==> config.mk <==
export PLATFORM = sky130hd
export DESIGN_NAME = mux_n_arb
export DESIGN_NICKNAME = d
export VERILOG_FILES = /design/src/rtl/mux_n_arb.sv
export SDC_FILE = /design/constraint.sdc
export NUM_CORES = 1
export LEC_CHECK = 0
export BUFFER_PORTS_ARGS = -buffer_cell sky130_fd_sc_hd__buf_2
export CAP_MARGIN = 30
export CELL_PAD_IN_SITES_DETAIL_PLACEMENT = 0
export CELL_PAD_IN_SITES_GLOBAL_PLACEMENT = 1
export CORE_ASPECT_RATIO = 1.2
export CORE_MARGIN = 5
export CORE_UTILIZATION = 33
export CTS_CLUSTER_DIAMETER = 80
export DETAILED_ROUTE_END_ITERATION = 10
export PLACE_DENSITY = 0.86
export SYNTH_ARGS = -nofsm -noshare
export SYNTH_HDL_FRONTEND = slang
export SYNTH_SLANG_ARGS = --single-unit
==> constraint.sdc <==
create_clock -name clk -period 2.2 [get_ports clk]
set_input_delay 0.11 -clock clk [delete_from_list [all_inputs] [get_ports clk]]
set_output_delay 0.11 -clock clk [all_outputs]
set_load 0.02 [all_outputs]
==> src/rtl/mux_n_arb.sv <==
// -----------------------------------------------------------------------------
// mux_n_arb
//
// N-channel valid/ready multiplexer with a one-word registered output.
// Two selection modes:
//   mode = 0 : direct select -- only channel `sel` may be granted.
//   mode = 1 : round-robin   -- the first valid channel after the last
//              granted one (ptr+1, ptr+2, ... modulo N) is granted.
// The output register accepts a new word whenever it is empty or is being
// drained in the same cycle, so a continuously ready sink sees one word per
// cycle with no bubbles.
//
// Parameters
//   N  : number of input channels (2..16)
//   W  : data width per channel
//   SW : select / channel-index width, $clog2(N) (derived)
//
// Ports
//   clk       : clock, all state changes on the rising edge
//   rst       : asynchronous active-high reset
//   mode      : 0 = direct select, 1 = round-robin
//   sel       : channel index used in direct-select mode
//   in_data   : channel i at bits [i*W +: W]
//   in_valid  : per-channel data valid
//   in_ready  : per-channel accept (one-hot on the granted channel, or zero)
//   out_data  : registered selected data
//   out_valid : out_data / out_ch hold a word
//   out_ch    : index of the channel that supplied out_data
//   out_ready : downstream accept
// -----------------------------------------------------------------------------
module mux_n_arb #(
  parameter  int N  = 4,
  parameter  int W  = 1,
  localparam int SW = $clog2(N)
) (
  input  logic           clk,
  input  logic           rst,
  input  logic           mode,
  input  logic [SW-1:0]  sel,
  input  logic [N*W-1:0] in_data,
  input  logic [N-1:0]   in_valid,
  output logic [N-1:0]   in_ready,
  output logic [W-1:0]   out_data,
  output logic           out_valid,
  output logic [SW-1:0]  out_ch,
  input  logic           out_ready
);

  logic          load;
  logic          grant_valid;
  logic [SW-1:0] grant;
  logic [W-1:0]  grant_data;
  logic [SW-1:0] ptr;
  logic          sel_in_range;
  logic [SW:0]   rr_idx;

  // Output register is free when empty or being drained this cycle.
  assign load = !out_valid || out_ready;

  // One extra bit so sel == N..2^SW-1 (non-power-of-two N) is detectable.
  assign sel_in_range = ({1'b0, sel} < (SW+1)'(N));

  // Grant decision.
  // NOTE: every variable written here gets a default first, so no path can
  // leave one unassigned and infer a latch.
  always_comb begin
    grant_valid = 1'b0;
    grant       = '0;
    rr_idx      = '0;
    if (load) begin
      if (!mode) begin
        if (sel_in_range && in_valid[sel]) begin
          grant_valid = 1'b1;
          grant       = sel;
        end
      end else begin
        // Scan farthest-first so the nearest valid channel after ptr is
        // the last (winning) assignment. ptr+k <= 2N-1 needs at most one
        // subtraction of N to wrap, which also covers non-power-of-two N.
        for (int k = N; k >= 1; k--) begin
          rr_idx = {1'b0, ptr} + (SW+1)'(k);
          if (rr_idx >= (SW+1)'(N)) begin
            rr_idx = rr_idx - (SW+1)'(N);
          end
          if (in_valid[rr_idx[SW-1:0]]) begin
            grant_valid = 1'b1;
            grant       = rr_idx[SW-1:0];
          end
        end
      end
    end
  end

  // Accept strobe and data mux for the granted channel.
  always_comb begin
    in_ready   = '0;
    grant_data = '0;
    for (int i = 0; i < N; i++) begin
      if (grant == SW'(i)) begin
        in_ready[i] = grant_valid;
        grant_data  = in_data[i*W +: W];
      end
    end
  end

  // Output register and round-robin pointer. A grant implies in_valid on
  // the granted channel, so grant_valid is exactly the transfer condition.
  // NOTE: sequential state uses non-blocking assignments so every register
  // samples pre-edge values regardless of statement order.
  always_ff @(posedge clk or posedge rst) begin
    if (rst) begin
      out_valid <= 1'b0;
      out_data  <= '0;
      out_ch    <= '0;
      // Pointer parks on the last channel so channel 0 is searched first.
      ptr       <= SW'(N - 1);
    end else if (load) begin
      if (grant_valid) begin
        out_valid <= 1'b1;
        out_data  <= grant_data;
        out_ch    <= grant;
        ptr       <= grant;
      end else begin
        out_valid <= 1'b0;
      end
    end
  end

endmodule

==> impl_table.tex <==
\begin{tabular}{lr}
\hline
Metric & Value \\
\hline
\multicolumn{2}{l}{\textbf{Placed design}} \\
\quad Worst slack at placement & 384 ps \\
\quad Area of placed instances & 661 µm² \\
\quad Number of buffers added on ports & 21 \\
\quad Weighted congestion at the end of routability-driven global placement & 0.743 \\
\quad HPWL after detailed placement & 1130 µm \\
\quad Placed insts & 96 \\
\multicolumn{2}{l}{\textbf{Synth}} \\
\quad Post-synthesis instance total & 59 \\
\quad Cell taking the most area after synthesis & sky130\_fd\_sc\_hd\_\_dfrtp\_1 \\
\quad Ranking of synthesized cells by instance count & sky130\_fd\_sc\_hd\_\_inv\_1, sky130\_fd\_sc\_hd\_\_a21o\_2, sky130\_fd\_sc\_hd\_\_dfrtp\_1 \\
\quad Number of synthesized flops with an enable pin & 0 \\
\quad Mean area per synthesized cell & 9.42 µm² \\
\quad Sequential area share after synthesis & 27.5\% \\
\quad Net count after synthesis & 73 \\
\quad Mapped Area & 556 µm² \\
\quad Cell with the most instances after synthesis & sky130\_fd\_sc\_hd\_\_inv\_1 \\
\quad Main flop type after synthesis & sky130\_fd\_sc\_hd\_\_dfrtp\_1 \\
\quad Seq cells post-synth & 6 \\
\quad Area share of the largest cell type after synthesis & 18.0\% \\
\quad Top cells by area, synth & sky130\_fd\_sc\_hd\_\_dfrtp\_1, sky130\_fd\_sc\_hd\_\_dfstp\_2, sky130\_fd\_sc\_hd\_\_a21o\_2 \\
\quad Count of warnings emitted by yosys & 0 \\
\quad Distinct cell type count after synthesis & 33 \\
\quad Post-synthesis async set-or-reset flop share & 100\% \\
\multicolumn{2}{l}{\textbf{Clock tree}} \\
\quad TritonCTS clock tree & yes \\
\quad Clock latency of the later-clocked register in the worst-skew pair & 240 ps \\
\quad H-tree lvl count & 1 \\
\quad Clock sink count & 6 \\
\quad Clock Path Buffers & 2 \\
\quad Cts bufs inserted & 3 \\
\quad Post CTS Setup Buffer Count & 0 \\
\quad Clock root buffer & sky130\_fd\_sc\_hd\_\_clkbuf\_4 \\
\quad Clock slew at the register clock pins of the worst setup and hold paths & 50 ps \\
\multicolumn{2}{l}{\textbf{Critical path}} \\
\quad Crit path required time & 2090 ps \\
\quad Critical path capture point type & output pin \\
\quad Worst-path fanout max & 7 \\
\quad Start-to-end type of the worst setup path & reg2out \\
\quad Arrival @ worst endpoint & 1920 ps \\
\quad Startpoint kind of the worst setup timing path & flop \\
\multicolumn{2}{l}{\textbf{STA}} \\
\quad Share of the cycle needed by the critical path after routing & 92.2\% \\
\quad Upper clock frequency limit & 0.493 GHz \\
\quad Final setup margin & 171 ps \\
\quad Skew final & 4.94 ps \\
\quad Slew @ Worst Pin & 432 ps \\
\quad Final sum of negative setup slack & 0 ps \\
\quad Final setup violation count & 0 \\
\quad Setup repair after global routing missed its margin & no \\
\quad Clock period minus worst slack & 2030 ps \\
\quad Tightest slew margin relative to the limit & 71.1\% \\
\quad Worst Hold Slack & 261 ps \\
\quad Slew Limit Fails & 0 \\
\quad Final-report hold violation count & 0 \\
\multicolumn{2}{l}{\textbf{Global route}} \\
\quad Wire length of the first global-routing pass & 2220 µm \\
\quad Remaining Overflow, GRT & 0 \\
\quad Maximum number of pins on one net before global-route repair & 10 \\
\quad Antenna violations before repair & 0 \\
\quad Number of global-route vias before repair & 524 \\
\quad Global routing usage summed across all routing layers & 12.0\% \\
\multicolumn{2}{l}{\textbf{Floorplan}} \\
\quad Row cnt & 16 \\
\quad Initial Util & 34.3\% \\
\quad Core area & 0.00162 mm² \\
\quad Die footprint & 0.00261 mm² \\
\quad Num ports & 22 \\
\quad Die boundary height & 54.9 µm \\
\quad Overall die width & 47.5 µm \\
\multicolumn{2}{l}{\textbf{Pwr}} \\
\quad Leakage dissipation & 0.338 nW \\
\quad Peak supply drop & 0.410 mV \\
\quad Pwr Total & 0.479 mW \\
\quad Ratio of total power to cell area & 692 mW/mm² \\
\multicolumn{2}{l}{\textbf{Drt}} \\
\quad DRC violation total after the first TritonRoute iteration & 3 \\
\quad Pre-antenna DRT Iters & 4 \\
\quad Post-DRT Antenna Nets & 0 \\
\quad Vias & 549 \\
\quad Final routed wire length divided by cell count & 13.6 µm \\
\quad Detailed-route vias per instance & 5.49 \\
\quad Total wire length & 1360 µm \\
\quad Count of unresolved DRC violations after routing & 0 \\
\multicolumn{2}{l}{\textbf{Flow run}} \\
\quad Max capacitance violation total & 0 \\
\multicolumn{2}{l}{\textbf{Finish}} \\
\quad Nets@finish & 98 \\
\quad Fillers & 170 \\
\quad Final antenna diode count & 0 \\
\quad Final core utilization & 42.7\% \\
\quad Layout area overhead & 24.8\% \\
\quad Finished Cell Area & 693 µm² \\
\quad Fraction of layout cells with a size suffix above 1 & 43.9\% \\
\quad Final standard cell count with taps included and fillers excluded & 100 \\
\multicolumn{2}{l}{\textbf{Worst hold path}} \\
\quad HP Class & in2reg \\
\multicolumn{2}{l}{\textbf{Run status}} \\
\quad Status & finished, final reports clean \\
\hline
\end{tabular}
[report_power, final]
group          internal [mW]  total, mW  switching (mW)
Combinational         0.0939      0.213           0.120
Clock                 0.0615     0.0981          0.0366
Sequential             0.145      0.168          0.0232
[worst max-delay path: stages, from the launching register on]
cell and delay [ps]:
sky130_fd_sc_hd__dfstp_2 570, sky130_fd_sc_hd__nor2b_1 70, sky130_fd_sc_hd__o31a_1 270, sky130_fd_sc_hd__a31o_1 270, sky130_fd_sc_hd__and2_1 200, sky130_fd_sc_hd__nor3_1 120, sky130_fd_sc_hd__buf_2 190
[kinds of logic (layout without fill, tap and decap cells)]
family / Yosys count / in the layout / share of synthesized area, %
AO/OA/AOI/OAI: 22 / 22 / 34.2
buffers and inverters: 8 / 31 / 8.11
flip-flops: 6 / 6 / 27.5
multiplexers: 3 / 3 / 8.33
AND/OR/NAND/NOR: 20 / 20 / 21.8
[layer usage]
metal / track usage (%) / vias up / share of wire [%]
li1: - / 277 / -
met1: 14.3 / 253 / 41
met2: 20.8 / 19 / 52
met3: 1.62 / 0 / 6.4
met4: 5.53 / 0 / 0
met5: 0 / - / 0
[what timing repair did]
action	4_1_cts	5_1_grt
hold buffers	1	0
hold endpoints to repair	4	0
gates resized for setup	0	0
[state kept, by name, summed over array words and instances, names as in the netlist]
name,cells
out_ch,2
out_valid,1
ptr,2
out_data,1
[placed cells by master (no fill, tap or decap), drive strengths merged, types with 2 or more instances in the layout]
cell    count
buf        21
inv         6
a21o        4
dfrtp       4
nand2b      3
a31oi       3
nor3        3
clkbuf      3
mux2i       2
nand3b      2
o21ai       2
nor2        2
nand2       2
o32ai       2
and3        2
dfstp       2
a21oi       2
nor2b       2
a211oi      2
[final cells by class]
class	instances	area [µm²]	share of cell area, %
Multi-Input combinational cell	45	358	51.6
Sequential cell	6	153	22.0
Timing Repair Buffer	22	115	16.6
Clock buffer	3	22.5	3.25
Inverter	6	22.5	3.25
Tap cell	18	22.5	3.25
[worst paths after layout]
check                           from     endpoint  slack, ps  cells past startpoint
setup / recovery              ptr[0]  in_ready[0]        170                      6
hold / removal                  mode    out_valid        260                      4
setup reg to reg              ptr[0]     out_data        380                      5
hold reg to reg            out_ch[1]    out_ch[1]        480                      1
max in group asynchronous        rst       ptr[1]       1610                      3
min in group asynchronous        rst     out_data        330                      3
(Power assumes the default switching activity.)
